**src/rtl/key_arb_pkg.sv**
```systemverilog
// Shared constants and helpers for the key event arbiter.
package key_arb_pkg;

    localparam int unsigned KEY_N_DEFAULT     = 4;
    localparam int unsigned EVT_DEPTH_DEFAULT = 4;
    localparam int unsigned DROP_CNT_W        = 8;

    function automatic int unsigned code_w(input int unsigned n);
        return (n > 1) ? $clog2(n) : 1;
    endfunction

endpackage

```
**src/rtl/key_evt_fifo.sv**
```systemverilog
// Event FIFO: synchronous push/pop with registered head, async active-high reset.
module key_evt_fifo
    import key_arb_pkg::*;
#(
    parameter int unsigned WIDTH = 2,
    parameter int unsigned DEPTH = EVT_DEPTH_DEFAULT
) (
    input  logic                     clk,
    input  logic                     rst,
    input  logic                     push,
    input  logic [WIDTH-1:0]         push_data,
    input  logic                     pop,
    output logic [WIDTH-1:0]         head,
    output logic                     full,
    output logic                     empty,
    output logic [$clog2(DEPTH):0]   count
);

    localparam int unsigned AW    = $clog2(DEPTH);
    localparam int unsigned CNT_W = AW + 1;

    logic [WIDTH-1:0] mem_q [DEPTH];
    logic [WIDTH-1:0] mem_d [DEPTH];
    logic [AW-1:0]    wr_ptr_q, wr_ptr_d;
    logic [AW-1:0]    rd_ptr_q, rd_ptr_d;
    logic [CNT_W-1:0] count_q, count_d;
    logic             do_push, do_pop;

    assign full  = (count_q == CNT_W'(DEPTH));
    assign empty = (count_q == '0);
    assign count = count_q;
    assign head  = mem_q[rd_ptr_q];

    always_comb begin
        do_push  = push & ~full;
        do_pop   = pop & ~empty;
        mem_d    = mem_q;
        wr_ptr_d = wr_ptr_q;
        rd_ptr_d = rd_ptr_q;
        count_d  = count_q;
        if (do_push) begin
            mem_d[wr_ptr_q] = push_data;
            wr_ptr_d        = wr_ptr_q + AW'(1);
        end
        if (do_pop) begin
            rd_ptr_d = rd_ptr_q + AW'(1);
        end
        if (do_push && !do_pop) begin
            count_d = count_q + CNT_W'(1);
        end else if (!do_push && do_pop) begin
            count_d = count_q - CNT_W'(1);
        end
    end

    // Storage is cleared on reset so the head reads as zero while empty after reset.
    always_ff @(posedge clk or posedge rst) begin
        if (rst) begin
            mem_q    <= '{default: '0};
            wr_ptr_q <= '0;
            rd_ptr_q <= '0;
            count_q  <= '0;
        end else begin
            mem_q    <= mem_d;
            wr_ptr_q <= wr_ptr_d;
            rd_ptr_q <= rd_ptr_d;
            count_q  <= count_d;
        end
    end

endmodule

```
**src/rtl/key_event_arbiter.sv**
```systemverilog
// Round-robin arbiter turning key press pulses into a queue of key-index events.
// Optional KEY_ARB_DROPCNT_EN adds a saturating dropped-press counter output drop_cnt.
module key_event_arbiter
    import key_arb_pkg::*;
#(
    parameter int unsigned N     = KEY_N_DEFAULT,
    parameter int unsigned DEPTH = EVT_DEPTH_DEFAULT
) (
    input  logic                      clk,
    input  logic                      rst,
    input  logic [N-1:0]              key_pulse,
    input  logic                      evt_ready,
    input  logic                      ovf_clr,
    output logic                      evt_valid,
    output logic [code_w(N)-1:0]      evt_code,
    output logic [$clog2(DEPTH):0]    evt_count,
    output logic                      ovf
`ifdef KEY_ARB_DROPCNT_EN
    ,
    output logic [DROP_CNT_W-1:0]     drop_cnt
`endif
);

    localparam int unsigned CW = code_w(N);

    logic [N-1:0]  pending_q, pending_d;
    logic [N-1:0]  grant_oh, drop;
    logic [CW-1:0] ptr_q, ptr_d;
    logic [CW-1:0] grant_idx;
    logic          grant_vld;
    logic          ovf_q, ovf_d;
    logic          fifo_full, fifo_empty;
    int unsigned   rr_idx;

    // Search upward from ptr, wrapping mod N; first pending key wins.
    always_comb begin
        grant_oh  = '0;
        grant_idx = '0;
        grant_vld = 1'b0;
        rr_idx    = 0;
        for (int unsigned k = 0; k < N; k++) begin
            rr_idx = (int'(ptr_q) + k) % N;
            if (!grant_vld && !fifo_full && pending_q[rr_idx]) begin
                grant_vld        = 1'b1;
                grant_oh[rr_idx] = 1'b1;
                grant_idx        = CW'(rr_idx);
            end
        end
    end

    always_comb begin
        drop      = key_pulse & pending_q & ~grant_oh;
        pending_d = (pending_q & ~grant_oh) | key_pulse;
        ptr_d     = ptr_q;
        if (grant_vld) begin
            ptr_d = (int'(grant_idx) == N - 1) ? '0 : grant_idx + CW'(1);
        end
        ovf_d = ovf_q;
        if (|drop) begin
            ovf_d = 1'b1;
        end else if (ovf_clr) begin
            ovf_d = 1'b0;
        end
    end

    always_ff @(posedge clk or posedge rst) begin
        if (rst) begin
            pending_q <= '0;
            ptr_q     <= '0;
            ovf_q     <= 1'b0;
        end else begin
            pending_q <= pending_d;
            ptr_q     <= ptr_d;
            ovf_q     <= ovf_d;
        end
    end

    assign ovf       = ovf_q;
    assign evt_valid = ~fifo_empty;

    key_evt_fifo #(
        .WIDTH (CW),
        .DEPTH (DEPTH)
    ) u_fifo (
        .clk       (clk),
        .rst       (rst),
        .push      (grant_vld),
        .push_data (grant_idx),
        .pop       (evt_ready),
        .head      (evt_code),
        .full      (fifo_full),
        .empty     (fifo_empty),
        .count     (evt_count)
    );

`ifdef KEY_ARB_DROPCNT_EN
    logic [DROP_CNT_W-1:0] drop_cnt_q, drop_cnt_d;
    logic [DROP_CNT_W:0]   drop_acc;

    // Clear applies first, so drops in the clearing cycle are still counted.
    always_comb begin
        drop_acc = ovf_clr ? '0 : {1'b0, drop_cnt_q};
        for (int unsigned i = 0; i < N; i++) begin
            drop_acc = drop_acc + (DROP_CNT_W + 1)'(drop[i]);
        end
        drop_cnt_d = (drop_acc > (DROP_CNT_W + 1)'({DROP_CNT_W{1'b1}})) ? '1
                                                                         : drop_acc[DROP_CNT_W-1:0];
    end

    always_ff @(posedge clk or posedge rst) begin
        if (rst) begin
            drop_cnt_q <= '0;
        end else begin
            drop_cnt_q <= drop_cnt_d;
        end
    end

    assign drop_cnt = drop_cnt_q;
`endif

endmodule

```
**config.mk**
```make
export PLATFORM = sky130hd
export DESIGN_NAME = key_event_arbiter
export DESIGN_NICKNAME = d
export VERILOG_FILES = /design/src/rtl/key_arb_pkg.sv /design/src/rtl/key_evt_fifo.sv /design/src/rtl/key_event_arbiter.sv
export SDC_FILE = /design/constraint.sdc
export NUM_CORES = 1
export LEC_CHECK = 0
export ABC_AREA = 1
export CELL_PAD_IN_SITES_DETAIL_PLACEMENT = 0
export CELL_PAD_IN_SITES_GLOBAL_PLACEMENT = 1
export CORE_UTILIZATION = 45
export DETAILED_ROUTE_END_ITERATION = 8
export PLACE_DENSITY = 0.95
export RECOVER_POWER = 100
export SETUP_SLACK_MARGIN = 0.2
export SYNTH_ARGS = -nofsm -noshare
export SYNTH_HDL_FRONTEND = slang
export SYNTH_SLANG_ARGS = --single-unit
```
**constraint.sdc**
```tcl
create_clock -name clk -period 7.7 [get_ports clk]
set_input_delay 0.77 -clock clk [delete_from_list [all_inputs] [get_ports clk]]
set_output_delay 0.77 -clock clk [all_outputs]
set_load 0.05 [all_outputs]
```
=== After elaboration in Yosys (flattened, before gate mapping) ===
Cells that the tools add are included.

* Bits of input ports: 8
* Output and inout port bits: 7
* Register bits after elaboration: 22
* Logic and storage cells: 108

* Equal/unequal tests: 2
* Multiplexer cells: 39
* Magnitude comparators: 11
* Bitwise gates (word level): 14
* Add/sub/neg operators: 8
* Reductions and logical operators: 24

{| class="wikitable"
|+ Operators with widths
! operator !! count
|-
| 2-to-1 mux 2 bit || 8
|-
| 2-to-1 mux 4 bit || 4
|-
| OR 4 bit || 4
|-
| logical AND 1 bit || 14
|-
| 2-to-1 mux 1 bit || 14
|-
| AND 4 bit || 3
|-
| < comparator 2 x 3 -> 1 bit (second input constant) || 4
|-
| adder 2 x 1 -> 2 bit (second input constant) || 4
|-
| binary-select mux 1 bit (select 2 bit) || 4
|-
| bitwise mux 8 bit || 1
|-
| demux 1 bit (select 2 bit) || 4
|-
| greater-or-equal comparator 2 x 1 -> 1 bit (second input constant) || 4
|-
| greater-or-equal comparator 3 bit (second input constant) || 2
|-
| zero test 1 bit || 6
|-
| 2-to-1 mux 3 bit || 2
|-
| NOT 2 -> 3 bit || 2
|-
| adder 2 bit (second input constant) || 2
|-
| binary-select mux 2 bit (select 2 bit) || 1
|-
| demux 2 bit (select 2 bit) || 1
|-
| NOT 4 bit || 1
|-
| nonzero test 2 bit || 2
|-
| OR reduction 4 bit || 1
|-
| adder 3 x 1 -> 3 bit (second input constant) || 1
|-
| == test 3 bit (second input constant) || 1
|-
| other kinds (6) || 8
|}

=== Longest topological paths before layout ===
* Word-level depth: 21
* Gate-level depth with buffers: 16
* Mapped depth without buffers: 15

=== Hierarchy ===
A second synthesis with hierarchy kept.

* Cell total of the unflattened synthesis: 230
* Area, all modules: 1661.6 um2

{| class="wikitable"
|+ Modules (own cells, without submodules)
! module !! area an instance (um2) !! instances !! seq. area each (um2) !! cells each
|-
| key_evt_fifo || 854.6 || 1 || 375.4 || 105
|-
| key_event_arbiter || 807.0 || 1 || 175.2 || 125
|}

=== Worst setup path before layout ===
No wires, ideal clock.

* Path type: reg2reg
* Start: register ptr_q[0]
* End: register u_fifo.count_q[2] (netlist: u_fifo.count[2])
* Path buffers: 1
* Setup time: 0.131 ns
* Arrival: 2.638 ns
* Clock period less this slack: 2.769 ns
* Data required time: 7.569 ns
* Setup slack: 4.931 ns
* Stages on the path, launching flop included: 17
* Path through: dfrtp_1 > inv_2 > ha_1 > inv_1 > nand3_2 > nand2_4 > inv_1 > nand3_2 > nand3_4 > nand2_4 > buf_12 > ha_1 > inv_1 > fa_1 > a21oi_1 > o21ai_0 > xor2_1

* Word-level cells in the longest chain between the ends: 20
* Elaborated cells between the ends (all ways): 31
* Classes of those cells: add/sub: 3; mux: 13; bitwise: 1; reduce/logical: 14

{| class="wikitable"
|+ Ends and longest elaborated chain
! what !! line !! source
|-
| start, declared || key_event_arbiter.sv:28 || <nowiki>logic [CW-1:0] ptr_q, ptr_d;</nowiki>
|-
| start signal, assigned || key_event_arbiter.sv:73 || <nowiki>ptr_q <= ptr_d;</nowiki>
|-
| binary-select mux 1 bit (select 2 bit) || key_event_arbiter.sv:43 || <nowiki>if (!grant_vld && !fifo_full && pending_q[rr_idx]) begin</nowiki>
|-
| 2-to-1 mux 1 bit (not written as such) || key_event_arbiter.sv:43 ||
|-
| logical AND 1 bit || key_event_arbiter.sv:43 ||
|-
| 2-to-1 mux 1 bit || key_event_arbiter.sv:43 ||
|-
| zero test 1 bit || key_event_arbiter.sv:43 ||
|-
| logical AND 1 bit (2 in a row) || key_event_arbiter.sv:43 ||
|-
| 2-to-1 mux 1 bit || key_event_arbiter.sv:43 ||
|-
| zero test 1 bit || key_event_arbiter.sv:43 ||
|-
| [3 not listed] || -- ||
|-
| zero test 1 bit || key_event_arbiter.sv:43 ||
|-
| logical AND 1 bit (2 in a row) || key_event_arbiter.sv:43 ||
|-
| 2-to-1 mux 1 bit (*) || key_event_arbiter.sv:43 ||
|-
| AND 1 bit (*) || key_evt_fifo.sv:35 || <nowiki>do_push = push & ~full;</nowiki>
|-
| via u_fifo.do_push || key_evt_fifo.sv:27 || <nowiki>logic do_push, do_pop;</nowiki>
|-
| zero test 1 bit || key_evt_fifo.sv:50 || <nowiki>end else if (!do_push && do_pop) begin</nowiki>
|-
| logical AND 1 bit || key_evt_fifo.sv:50 ||
|-
| nonzero test 2 bit (no line) || -- ||
|-
| end signal, assigned || key_evt_fifo.sv:66 || <nowiki>count_q <= count_d;</nowiki>
|-
| end, declared || key_evt_fifo.sv:26 || <nowiki>logic [CNT_W-1:0] count_q, count_d;</nowiki>
|}

The timed path passes the listed nets; every way through them passes the cells marked *. The select of a mux whose other input is x is not followed.
A chain may end at the register's enable or synchronous reset.

=== Worst setup path in the final report ===
* Start: register ptr_q[0]
* End: register u_fifo.count_q[2] (netlist: u_fifo.count[2])

* Word-level cells in the longest chain between the ends: 20
* Elaborated cells between the ends (all ways): 31
* Classes of those cells: add/sub: 3; mux: 13; bitwise: 1; reduce/logical: 14

{| class="wikitable"
|+ Ends and longest elaborated chain
! what !! line
|-
| binary-select mux 1 bit (select 2 bit) || key_event_arbiter.sv:43
|-
| 2-to-1 mux 1 bit (not written as such) || key_event_arbiter.sv:43
|-
| logical AND 1 bit || key_event_arbiter.sv:43
|-
| 2-to-1 mux 1 bit || key_event_arbiter.sv:43
|-
| zero test 1 bit || key_event_arbiter.sv:43
|-
| logical AND 1 bit (2 in a row) || key_event_arbiter.sv:43
|-
| 2-to-1 mux 1 bit || key_event_arbiter.sv:43
|-
| zero test 1 bit || key_event_arbiter.sv:43
|-
| logical AND 1 bit (2 in a row) || key_event_arbiter.sv:43
|-
| 2-to-1 mux 1 bit || key_event_arbiter.sv:43
|-
| zero test 1 bit || key_event_arbiter.sv:43
|-
| logical AND 1 bit (2 in a row) || key_event_arbiter.sv:43
|-
| 2-to-1 mux 1 bit (*) || key_event_arbiter.sv:43
|-
| AND 1 bit (*) || key_evt_fifo.sv:35
|-
| zero test 1 bit || key_evt_fifo.sv:50
|-
| logical AND 1 bit || key_evt_fifo.sv:50
|-
| nonzero test 2 bit (no line) || --
|}

Every way passes the cells marked *; elsewhere a longest branch is shown, timed or not. The select of a mux whose other input is x is not followed.

==> flow_summary.yaml <==
timing:
  setup_tns_ps: 0
  rsz0062_at_grt: "no"
  worst_slew_pin_slew_ps: 848
  period_needed_ps: 3470
  max_slew_margin_pct: 43.4
  skew_ps: 8.41
  final_hold_viol_count: 0
  setup_slack_ps: 4230
  report.final.slew_viol_count: 0
  setup_viol_count_final: 0
  fin_crit_sh_pct: 45.0
  whs_ps: 506
  max_freq_ghz: 0.289
worst_setup_path:
  r2r_end: "u_fifo.count[2]"
  r2r-start: "ptr_q[0]"
  path_buf_inv: 4
  required_ps: 7910
  worst_path_most_repeated_cell: "inv_1"
  rr_worst_depth: 15
  worst_ep_arrival_time_ps: 3680
  cp-start-kind: "flip-flop"
  worstSetupPathType: "reg -> reg"
  endpoint_kind: "flip-flop"
  crit_family: "adder cells"
  cpPeakStageDelay_ps: 530
  reg2reg_slack_ps: 4230
  path_cells: "inv_1 > ha_1 > inv_1 > nand3_2 > nand2_1 > inv_1 > nand3_1 > nand3_1 > nand2_1 > ha_1 > inv_1 > fa_1 > a21oi_1 > o21ai_0 > xor2_1"
  cpMaxStageDelayCell: "dfrtp_1"
  cp_max_fo: 12
logic_synthesis:
  syn-cell-area_sq_um: 1640
  postSynthNetCount: 224
  synth_cell_type_count: 28
  syn_area_per_cell_sq_um: 8.14
  ys_warn_count: 0
  synthesis.instances: 201
  synth_seq_area_share_pct: 33.7
  synth_seq_cells: 22
floorplan:
  dieArea_sq_um: 3880
  initial_core_util_pct: 47.9
  die_h_microns: 62.3
  rows: 21
  die_w_microns: 62.3
  design.core.area_sq_um: 3420
  io_pins: 15
hold_path:
  hp-class: "reg -> reg"
  min_path_cells: 2
  hold_end: "u_fifo.mem_q[6]"
  hp-start: "u_fifo.mem_q[6]"
grt:
  grt_max_degree: 23
  grt_pass1_vias: 1283
  grt_use_total_pct: 19.8
  antenna_found_initial: 0
  grt_pass1_wl_microns: 5950
  overflow: 0
clocking:
  cts_tree: "built"
  root_buffer: "clkbuf_4"
  cts_max_level: 1
  holdBufCountCts: 0
  clkSinkCount: 22
  clk_path_buf_depth: 2
  worstSkewPairLatency_ps: 330
  cts_buffers: 3
  clkTransAtPathRegs_ps: 130
  postCtsSetupBuffers: 0
  cts_resized: 0
placed_design:
  io_buffers: 14
  pre_cts_ws_ps: 4720
  dp_hpwl_microns: 2720
  gp_congestion: 0.879
route:
  via_per_inst: 5.08
  drt_iter0_drc: 84
  drcViolationCount: 0
  ant_nets: 0
  vias: 1340
  dr.pass1.iters: 4
  wl_per_cell_microns: 13.1
  drt_wl_total_microns: 3470
run:
  maxCapViolCount: 0
layout:
  nets: 242
  final_layout_size_suffix_gt1_share_pct: 11.0
  antenna-diode-count: 0
  syn_to_final_growth_pct: 11.2
outcome:
  status: "finished clean"
layout by cell type (no fill, tap or decap):
cell type	count
ha_1	14
o22ai_1	2
nand3_2	5
inv_2	2
nor2_1	15
nand2_4	3
nor2_2	1
dfrtp_1	22
nand3_1	15
fa_1	1
nor2_8	1
xnor2_1	1
a31o_2	3
xor2_1	3
o21ai_0	13
inv_1	25
clkbuf_4	3
nor2_4	1
a31o_1	1
clkdlybuf4s50_1	5
o21ai_1	5
nand4_1	1
nand2_1	52
nand2_2	3
a21oi_1	3
nor3_1	4
bufinv_16	1
nand3b_1	2
nand3_4	1
dlygate4sd3_1	9
a22oi_1	1
synthesized netlist by cell type, drive strengths merged:
cell     n  area (sq um)
nand2   58           278
inv     27           101
dfrtp   22           551
nand3   21           160
nor2    18          93.8
o21ai   18          90.1
ha      14           175
a31o     4          35.0
nor3     4          20.0
a21oi    3          15.0
xor2     3          26.3
nand3b   2          15.0
o22ai    2          12.5
a22oi    1          7.51
buf      1          20.0
fa       1          20.0
nand4    1          6.26
xnor2    1          8.76
sequential cells by signal, indices dropped and copies added (netlist names):
signal / count
ptr_q: 2
pending_q: 4
ovf: 1
u_fifo.count: 3
u_fifo.rd_ptr_q: 2
u_fifo.mem_q: 8
u_fifo.wr_ptr_q: 2
final cells by class:
type | count | area (sq um)
clock inverter | 1 | 30.0
inverter | 27 | 101
timing repair buffer | 14 | 140
multi-input combinational | 151 | 916
sequential | 22 | 551
tap | 46 | 57.6
clock buffer | 3 | 22.5
fill | 326 | 1600
layer usage:
layer	share of wire (%)	GRT usage, %	wire [microns]
met5	0	0	0
met4	1.5	8.14	52
met3	3.7	3.86	127
met2	46	31.6	1580
met1	49	26.3	1700
tightest hold or removal path: cells and delay by family (launching register included):
family | cells | cell delay [ps]
flip-flops | 1 | 370
AO/OA/AOI/OAI | 1 | 60
AND/OR/NAND/NOR | 1 | 50
how the worst max path moves through the flow:
stage | endpoint | depth (start not counted) | slack (ps) | from
final | u_fifo.count[2] | 15 | 4230 | ptr_q[0]
after global routing | u_fifo.count[2] | 15 | 3880 | ptr_q[0]
after CTS | u_fifo.count[2] | 15 | 4700 | ptr_q[0]
after detailed placement | u_fifo.count[2] | 15 | 4720 | ptr_q[0]
after global placement | u_fifo.count[2] | 15 | 4800 | ptr_q[0]
after floorplan | u_fifo.count[2] | 16 | 4930 | ptr_q[0]
metrics by stage:
| step | instance area (sq um) | util [%] | std cells |
|---|---|---|---|
| after detailed placement | 1810 | 53.1 | 260 |
| after global placement | 1810 | 53.1 | 260 |
| after CTS | 1870 | 54.6 | 264 |
| after floorplan | 1640 | - | 201 |
| final | 1820 | 53.2 | 264 |
| after global routing | 1820 | 53.2 | 264 |
kinds of logic after synthesis:
group	Yosys count	synth area share [%]
compound gates	28	9.79
xor+xnor	4	2.14
fa+ha+maj	15	11.9
buf+inv	28	7.42
flops	22	33.7
simple gates	104	35.0
Power is left out: the tool's default activity adds up to more than one toggle a clock period on the data nets, which glitch-free logic cannot reach.
